<file path="config.mk">
export PLATFORM = sky130hd
export DESIGN_NAME = mult_share_arb
export DESIGN_NICKNAME = d
export VERILOG_FILES = /design/src/rtl/mult_share_pkg.sv /design/src/rtl/mult_share_pipe.sv /design/src/rtl/mult_share_arb.sv
export SDC_FILE = /design/constraint.sdc
export NUM_CORES = 1
export LEC_CHECK = 0
export CAP_MARGIN = 20
export CELL_PAD_IN_SITES_DETAIL_PLACEMENT = 0
export CELL_PAD_IN_SITES_GLOBAL_PLACEMENT = 1
export CORE_MARGIN = 2
export CORE_UTILIZATION = 30
export CTS_CLUSTER_SIZE = 16
export DETAILED_ROUTE_END_ITERATION = 8
export GPL_ROUTABILITY_DRIVEN = 0
export PLACE_DENSITY = 0.63
export SYNTH_ARGS = -nofsm -noshare
export SYNTH_HDL_FRONTEND = slang
export SYNTH_SLANG_ARGS = --single-unit
</file>
<file path="constraint.sdc">
create_clock -name clk -period 3.8 [get_ports clk]
set_clock_uncertainty 0.1 [all_clocks]
set_input_delay 0.57 -clock clk [delete_from_list [all_inputs] [get_ports clk]]
set_output_delay 0.57 -clock clk [all_outputs]
set_load 0.02 [all_outputs]
</file>
<file path="src/rtl/mult_share_pkg.sv">
// Shared types, widths and the round-robin pick function for the
// mult_share_arb block.
//   state_e  : FSM state encoding (IDLE=0, BUSY=1, RESP=2)
//   OPW/RESW : operand and product widths
//   rr_pick  : first valid index at or after a pointer, wrapping modulo nreq
package mult_share_pkg;

  localparam int unsigned OPW    = 8;
  localparam int unsigned RESW   = 16;
  localparam int unsigned MAXREQ = 8;

  typedef enum logic [1:0] {
    StIdle = 2'd0,
    StBusy = 2'd1,
    StResp = 2'd2
  } state_e;

  // Scan nreq positions starting at ptr; only the first valid hit is kept.
  // Returns 0 when nothing is valid (caller qualifies with |valid).
  function automatic logic [2:0] rr_pick(input logic [MAXREQ-1:0] valid,
                                         input logic [2:0]        ptr,
                                         input int unsigned       nreq);
    logic       found;
    logic [2:0] pos;
    rr_pick = '0;
    found   = 1'b0;
    for (int unsigned k = 0; k < MAXREQ; k++) begin
      pos = 3'((32'(ptr) + k) % nreq);
      if (!found && (k < nreq) && valid[pos]) begin
        rr_pick = pos;
        found   = 1'b1;
      end
    end
  endfunction

endpackage

</file>
<file path="src/rtl/mult_share_pipe.sv">
// Registered 8x8 unsigned multiplier.
// Operands are captured on cap_en; the product then passes through
// MUL_LAT-1 free-running stages, so it is valid MUL_LAT cycles after capture
// (the caller registers it at the end of that cycle).
//   clk, rst   : clock, asynchronous active-high reset
//   cap_en     : load op1/op2 into the operand registers
//   op1, op2   : operands
//   prod       : unsigned 16-bit product
module mult_share_pipe
  import mult_share_pkg::*;
#(
  parameter int unsigned MUL_LAT = 2
) (
  input  logic            clk,
  input  logic            rst,
  input  logic            cap_en,
  input  logic [OPW-1:0]  op1,
  input  logic [OPW-1:0]  op2,
  output logic [RESW-1:0] prod
);

  logic [OPW-1:0]  op1_q, op2_q;
  logic [RESW-1:0] prod_raw;

  always_ff @(posedge clk or posedge rst) begin
    if (rst) begin
      op1_q <= '0;
      op2_q <= '0;
    end else if (cap_en) begin
      op1_q <= op1;
      op2_q <= op2;
    end
  end

  assign prod_raw = RESW'(op1_q) * RESW'(op2_q);

  if (MUL_LAT > 1) begin : g_pipe
    localparam int unsigned DW = (MUL_LAT - 1) * RESW;
    logic [DW-1:0] stage_q;

    // Packed shift register: newest product enters at the bottom.
    always_ff @(posedge clk or posedge rst) begin
      if (rst) begin
        stage_q <= '0;
      end else begin
        stage_q <= (stage_q << RESW) | DW'(prod_raw);
      end
    end

    assign prod = stage_q[DW-1 -: RESW];
  end else begin : g_comb
    assign prod = prod_raw;
  end

endmodule

</file>
<file path="src/rtl/mult_share_arb.sv">
// Shares one registered 8x8 multiplier among NREQ requesters.
// Round-robin arbitration (or fixed priority, lowest index wins, when
// MULT_SHARE_FIXED_PRIO_EN is defined), one operation in flight, result held
// until resp_valid & resp_ready.
//   clk, rst             : clock, asynchronous active-high reset
//   req_valid/req_ready  : per-requester handshake, req_ready one-hot
//   req_op1/req_op2      : packed operands, requester i at [8i+7:8i]
//   resp_valid/resp_ready: result handshake
//   resp_res/resp_id     : product and owning requester index
//   busy                 : high whenever the FSM is not idle
module mult_share_arb
  import mult_share_pkg::*;
#(
  parameter int unsigned NREQ    = 4,
  parameter int unsigned MUL_LAT = 2,
  parameter int unsigned IDW     = 2
) (
  input  logic                clk,
  input  logic                rst,
  input  logic [NREQ-1:0]     req_valid,
  input  logic [NREQ*OPW-1:0] req_op1,
  input  logic [NREQ*OPW-1:0] req_op2,
  output logic [NREQ-1:0]     req_ready,
  output logic                resp_valid,
  input  logic                resp_ready,
  output logic [RESW-1:0]     resp_res,
  output logic [IDW-1:0]      resp_id,
  output logic                busy
);

  localparam int unsigned CntW = 2;

  state_e          state_q;
  logic [CntW-1:0] cnt_q;
  logic [IDW-1:0]  id_q;
  logic [IDW-1:0]  grant;
  logic            accept;
  logic [OPW-1:0]  g_op1, g_op2;
  logic [RESW-1:0] prod;

`ifdef MULT_SHARE_FIXED_PRIO_EN
  assign grant = IDW'(rr_pick(MAXREQ'(req_valid), 3'd0, NREQ));
`else
  logic [IDW-1:0] rr_ptr_q;
  assign grant = IDW'(rr_pick(MAXREQ'(req_valid), 3'(rr_ptr_q), NREQ));
`endif

  assign accept     = (state_q == StIdle) && (|req_valid);
  assign req_ready  = accept ? (NREQ'(1) << grant) : '0;
  assign resp_valid = (state_q == StResp);
  assign busy       = (state_q != StIdle);

  always_comb begin
    g_op1 = '0;
    g_op2 = '0;
    for (int unsigned i = 0; i < NREQ; i++) begin
      if (grant == IDW'(i)) begin
        g_op1 = req_op1[i*OPW +: OPW];
        g_op2 = req_op2[i*OPW +: OPW];
      end
    end
  end

  mult_share_pipe #(
    .MUL_LAT(MUL_LAT)
  ) u_pipe (
    .clk   (clk),
    .rst   (rst),
    .cap_en(accept),
    .op1   (g_op1),
    .op2   (g_op2),
    .prod  (prod)
  );

  always_ff @(posedge clk or posedge rst) begin
    if (rst) begin
      state_q  <= StIdle;
      cnt_q    <= '0;
      id_q     <= '0;
      resp_res <= '0;
      resp_id  <= '0;
`ifndef MULT_SHARE_FIXED_PRIO_EN
      rr_ptr_q <= '0;
`endif
    end else begin
      case (state_q)
        StIdle: begin
          if (accept) begin
            id_q    <= grant;
            cnt_q   <= CntW'(MUL_LAT - 1);
            state_q <= StBusy;
`ifndef MULT_SHARE_FIXED_PRIO_EN
            rr_ptr_q <= (grant == IDW'(NREQ - 1)) ? '0 : grant + 1'b1;
`endif
          end
        end
        StBusy: begin
          // Counter reaching zero marks the cycle the pipe output is valid.
          if (cnt_q == '0) begin
            resp_res <= prod;
            resp_id  <= id_q;
            state_q  <= StResp;
          end else begin
            cnt_q <= cnt_q - 1'b1;
          end
        end
        StResp: begin
          if (resp_ready) state_q <= StIdle;
        end
        default: state_q <= StIdle;
      endcase
    end
  end

endmodule
</file>
==> flow_metrics.tcl, run 1 <==
set metrics [dict create \
    slew-limit-headroom 0.3271 \
    drv_cap 0 \
    syn_to_final_growth_pct 41.05 \
    fin_crit_sh 1.031 \
    tritoncts "built" \
    num_vias 3578 \
    route.detailed.drc 0 \
    rsz0062_at_grt "yes" \
    synth.top_cell.area_share 0.3114 \
    post-dp-hpwl_um 8474 \
    path_delay_family "adder cells" \
    numClockSinks 58 \
    p_int_mw 3.613 \
    status "complete, but fails checks" \
    worstPathRequired_ps 3910 \
    synth.area.top_cells "dfrtp_1 31%, fa_1 15%, ha_1 11%, and2_1 7.9%, mux2_2 4.8%" \
    cp-startpoint "u_pipe.op2_q[5]" \
    r2r-start "u_pipe.op2_q[5]" \
    fp.dieW_um 128.6 \
    die_y_um 128.6 \
    power_leakage_nw 3.072 \
    cpMostUsedCell "fa_1" \
    endpoint_kind "register" \
    drive_gt1_frac 0.2102 \
    async_flop_share 1.000 \
    postLayoutCoreUtil 0.4324 \
    layout_setup_ws_ps -119.7 \
    track_usage 0.1318 \
    ys_seq_area_frac 0.3114 \
    drt_first_pass_iters 4 \
    grt_max_degree 59 \
    cts.hold.buffers_added 0 \
    cts-buffers-inserted 9 \
    cp.arrival_ps 4020 \
    wl_per_cell_um 12.78 \
    critPathSlowestCell "fa_1" \
    slew_violations 0 \
    start_util 0.3066 \
    ios 95 \
    p_per_area_nw_per_um2 928.7 \
    syn_area_sq_um 4661 \
    whs_ps 372.9 \
    min_period_ps 3920 \
    dieArea_sq_um 16550 \
    yosysTopAreaCell "dfrtp_1" \
    final-hold-violation-count 0 \
    synth_cells 473 \
    synth_common_cells "59 x and2_1, 59 x inv_1, 58 x dfrtp_1, 41 x ha_1, 36 x fa_1" \
    synth_edf_count 0 \
    h-tree-depth 3 \
    hp-start "u_pipe.prod[2]" \
    crit_chain "and2_4 > fa_1 > fa_1 > fa_1 > inv_1 > fa_1 > inv_1 > ha_4 > buf_4 > a21o_2 > o2111ai_1 > nand2_1 > xor2_1" \
    holdCritPathClass "register to register" \
    antenna_found_initial 0 \
    drt_iter0_drc 127 \
    worstMarginPinSlew_ps 1007 \
    synth_seq_cells 58 \
    ir_drop_mv 0.4138 \
    routed_wl_um 10190 \
    start_kind "register" \
    clkPwrFrac 0.145 \
    ant_nets 0 \
    synth_nets 621 \
    seqPwrFrac 0.187 \
    cts.path.max_buffers 2 \
    cts.clk_slew.worst_paths_ps 60 \
    worstSkewPairLatency_ps 330 \
    diodes 0 \
    violations "setup timing" \
    max_freq_mhz 255.1 \
    max_stage_delay_ps 550 \
    path_class "register to register" \
    syn_area_per_cell_sq_um 9.854 \
    std_cell_rows 45 \
    crit_buf_inv 3 \
    synth-warning-count 0 \
    port_buffers 94 \
    core_area_sq_um 15200 \
    nets 752 \
    gr-total-overflow 0 \
    comb_power_share 0.668 \
    grt_pass1_vias 3766 \
    via_per_inst 4.489 \
    p_total_mw 6.105 \
    finalSetupViolations 6 \
    power.share.switching 0.4082 \
    ys.flop_type "dfrtp_1" \
    grt_pass1_wl_um 17460 \
    p_sw_mw 2.492 \
    synthDistinctLibCells 41 \
    path_max_fanout 8 \
    cts_root_buf "clkbuf_16" \
]
==> cells in the final DEF (no fill, tap or decap), types with 5 or more instances in the layout <==
cell             synthesis  layout
dfrtp_1                 58      45
clkbuf_16                0       9
o21ai_0                 18      16
nand2_1                 35      33
fa_1                    36      32
nor2_1                   6       5
nor2b_1                 18      18
and2_1                  59      52
and2_4                   0       7
mux2_2                  20      20
clkdlybuf4s50_1          0      94
ha_1                    41      34
xnor2_1                  7       7
nor3_1                  17      17
dfrtp_2                  0      13
a21oi_1                 25      24
inv_1                   59      57
buf_4                    2      43
a221oi_1                16      16
ha_4                     0       7
o21ai_1                  6       6
==> sequential cells by signal (all words and copies together) (netlist names), 8 cells and up <==
register,flops
resp_res,16
u_pipe.op1_q,8
u_pipe.op2_q,8
u_pipe.prod,16
==> area by class of cell <==
cell class,instances,area [sq um]
inverters,59,221.5
repair buffers,137,1264
clock buffers,10,239.0
fillers,1549,8628
multi-input cells,339,3058
flip-flops and latches,58,1468
well taps,188,235.2
clock inverters,6,88.84
==> power groups by stage <==
| stage | sequential (mW) | clock (mW) | combinational, mW |
|---|---|---|---|
| after detailed placement | 1.15 | 0 | 4.02 |
| after global placement | 1.13 | 0 | 3.99 |
| after CTS | 1.14 | 0.907 | 4.14 |
| after global routing | 1.19 | 0.944 | 4.64 |
| final | 1.14 | 0.885 | 4.08 |
| after floorplan | 1.18 | 0 | 2.73 |
==> repair_timing <==
action | in CTS | in global routing
setup buffers | 3 | 0
gates resized for setup | 12 | 12
pin swaps | 5 | 6
hold endpoints to repair | 0 | 0
endpoints found under the setup margin | 8 | 8
==> metal layers <==
metal  part of all wire  GRT usage  up-vias  wire, um
li1                   -          -     1838         -
met1               0.47     0.1673     1628      4763
met2               0.46     0.2182      100      4636
met3              0.063    0.03576       12       639
met4              0.015    0.04412        0       149
met5                  0          0        -         0
==> stage by stage <==
step	instances	TNS, ps	area (sq um)	setup WS [ps]
final	797	-485.2	6574	-119.7
after global routing	797	-1666	6574	-276.5
after CTS	797	-835.1	6539	-181.8
after detailed placement	778	-1101	6168	-191.0
after global placement	778	-808.0	6168	-150.0
after floorplan	473	-118.2	4778	-71.43
==> kinds of logic (layout without fill, tap and decap cells) <==
| logic type | count (synthesis) | after routing | share of synthesized area |
|---|---|---|---|
| buffers and inverters | 76 | 212 | 0.06604 |
| flip-flops | 58 | 58 | 0.3114 |
| adder cells (fa/ha/maj) | 77 | 77 | 0.2647 |
| AND/OR/NAND/NOR | 146 | 146 | 0.1713 |
| AO/OA/AOI/OAI | 85 | 85 | 0.1176 |
| multiplexers | 20 | 20 | 0.04832 |
| XOR/XNOR | 11 | 11 | 0.02067 |
==> worst paths after layout <==
check | endpoint | slack (ps) | cells after the start
max in group asynchronous | u_pipe.op2_q[4] | 2420 | 3
setup / recovery | u_pipe.prod[14] | -120 | 13
hold / removal | resp_res[2] | 370 | 1
min in group asynchronous | resp_res[4] | 660 | 3
hold reg to reg | resp_res[2] | 370 | 1
setup reg to reg | u_pipe.prod[14] | -120 | 13
Note: power is estimated with default switching activity, not from simulation.
==> run 2: changes to the inputs <==
HOLD_SLACK_MARGIN = 0.12   (was default)
PLACE_DENSITY = default   (was 0.63)
PLACE_DENSITY_LB_ADDON = 0.1   (was default)
==> run 2 against run 1 <==
Compared with the run above: the run still ends with setup timing left; fmax fell by 0.56%; first-iteration DRC count fell by 19%; sequential power barely moved; critical path type unchanged; highest routed layer unchanged.
==> flow_metrics.tcl, run 2 (synthesized netlist as in run 1, its figures left out) <==
set metrics [dict create \
    rrSetupSlack_ps -140 \
    path_class "register to register" \
    cpMostUsedCell "fa_1" \
    finalSetupViolations 5 \
    worstMarginPinSlew_ps 1028 \
    slew-limit-headroom 0.3131 \
    std_cell_rows 45 \
    wl_per_cell_um 13.44 \
    start_kind "register" \
    rsz0062_at_grt "yes" \
    h-tree-depth 3 \
    port_buffers 94 \
    worstPathRequired_ps 3940 \
    cts.clk_slew.worst_paths_ps 50 \
    violations "setup timing" \
    comb_power_share 0.671 \
    drive_gt1_frac 0.2167 \
    syn_to_final_growth_pct 41.26 \
    worstRegToRegCells 11 \
    max_freq_mhz 253.7 \
    p_total_mw 6.164 \
    cp.arrival_ps 4090 \
    antenna_found_initial 0 \
    path_max_fanout 8 \
    postLayoutCoreUtil 0.4331 \
    crit_chain "and2_4 > fa_1 > fa_1 > fa_1 > fa_2 > ha_4 > a21o_1 > or3_4 > o21ai_4 > buf_4 > xnor2_1" \
    start_util 0.3066 \
    grt_pass1_wl_um 17930 \
    slew_violations 0 \
    p_sw_mw 2.534 \
    fp.dieW_um 128.6 \
    core_area_sq_um 15200 \
    p_per_area_nw_per_um2 936.2 \
    final_common_cell "clkdlybuf4s50_1" \
    critPathSlowestCell "fa_1" \
    power.share.switching 0.4112 \
    endpoint_kind "register" \
    path_delay_family "adder cells" \
    crit_path_end "u_pipe.prod[11]" \
    ios 95 \
    min_period_ps 3942 \
    diodes 0 \
    die_y_um 128.6 \
    r2r-start "u_pipe.op2_q[2]" \
    whs_ps 373.1 \
    numClockSinks 58 \
    worstSkewPairLatency_ps 330 \
    ir_drop_mv 0.3938 \
    max_stage_delay_ps 520 \
    gr-total-overflow 0 \
    seqPwrFrac 0.185 \
    grt_pass1_vias 3704 \
    timing.rr.end "u_pipe.prod[11]" \
    cts.path.max_buffers 2 \
    tritoncts "built" \
    dieArea_sq_um 16550 \
    ant_nets 0 \
    layout_common_cells "94 x clkdlybuf4s50_1, 54 x inv_1, 49 x and2_1, 47 x dfrtp_1, 42 x buf_4" \
    cp-startpoint "u_pipe.op2_q[2]" \
    cts_root_buf "clkbuf_16" \
    grt_max_degree 41 \
    post-dp-hpwl_um 8902 \
    fin_setup_tns_ps -482.7 \
    holdCritPathClass "register to register" \
    num_vias 3614 \
    via_per_inst 4.535 \
    drt_iter0_drc 103 \
    power_leakage_nw 3.082 \
    clkPwrFrac 0.144 \
    fin_crit_sh 1.037 \
    nets 752 \
    drt_first_pass_iters 4 \
    cp_num_cells 11 \
    fillers 1521 \
    final-hold-violation-count 0 \
    drv_cap 0 \
    track_usage 0.1371 \
    p_int_mw 3.629 \
    routed_wl_um 10710 \
    cts-buffers-inserted 9 \
    layout_setup_ws_ps -141.6 \
    route.detailed.drc 0 \
    crit_buf_inv 1 \
    status "complete, but fails checks" \
]
run 2: cell count changes in the layout (fill, tap and decap cells not counted), moves of 2 or more:
cell        before  now
inv_2            2    5
inv_1           57   54
clkinvlp_4       2    0
and2_4           7   10
and2_1          52   49
dfrtp_2         13   11
dfrtp_1         45   47
run 2: layout make-up:
cell class,count,area [sq um],share of cell area
timing repair buffer,137,1261,0.1916
clock buffer,12,256.5,0.03896
multi-input combinational,339,3070,0.4664
inverter,59,221.5,0.03364
tap,188,235.2,0.03573
clock inverter,4,73.82,0.01121
sequential,58,1465,0.2225
run 2: power by group through the flow:
stage	Combinational (mW)	Sequential (mW)	Clock, mW
3_3_place_gp	4.04	1.12	0
2_1_floorplan	2.73	1.18	0
6_report	4.14	1.14	0.888
4_1_cts	4.11	1.14	0.915
3_5_place_dp	4.03	1.14	0
5_1_grt	4.71	1.18	0.936
run 2: worst register-to-register path, stage by stage, from the launching register on:
cell     delay [ps]
dfrtp_2         450
and2_4          160
fa_1            510
fa_1            500
fa_1            520
fa_2            460
ha_4            170
a21o_1          160
or3_4           400
o21ai_4         170
buf_4           140
xnor2_1         110
run 2: metrics by stage:
step	worst slack, ps	cells	instance area (sq um)
after floorplan	-71.43	473	4778
after global placement	-177.5	777	6161
after detailed placement	-213.1	777	6161
after CTS	-134.2	796	6531
after global routing	-255.5	797	6584
final	-141.6	797	6584
run 2: what timing repair did:
action                                  4_1_cts  5_1_grt
buffers inserted                              3        2
hold buffers                                  0        0
endpoints found under the setup margin        8        8
pin swaps                                    10       11
resized for setup                            12       17
run 2: worst min-delay path by stage:
stage	from	endpoint	cells past startpoint
finish	u_pipe.prod[13]	resp_res[13]	1
CTS	u_pipe.prod[6]	resp_res[6]	1
floorplan	id_q[1]	id_q[1]	2
global route	u_pipe.prod[9]	resp_res[9]	1
detailed placement	u_pipe.prod[7]	resp_res[7]	1
global placement	u_pipe.prod[10]	resp_res[10]	1
run 2: metal layers:
layer  wire length, um  vias to the layer above  GRT usage  share of wire
met1              4913                     1664     0.1642           0.46
met4               230                        0    0.06010          0.021
met3               637                       16    0.04200          0.059
met5                 0                        -          0              0
met2              4928                       98     0.2281           0.46
li1                  -                     1836          -              -
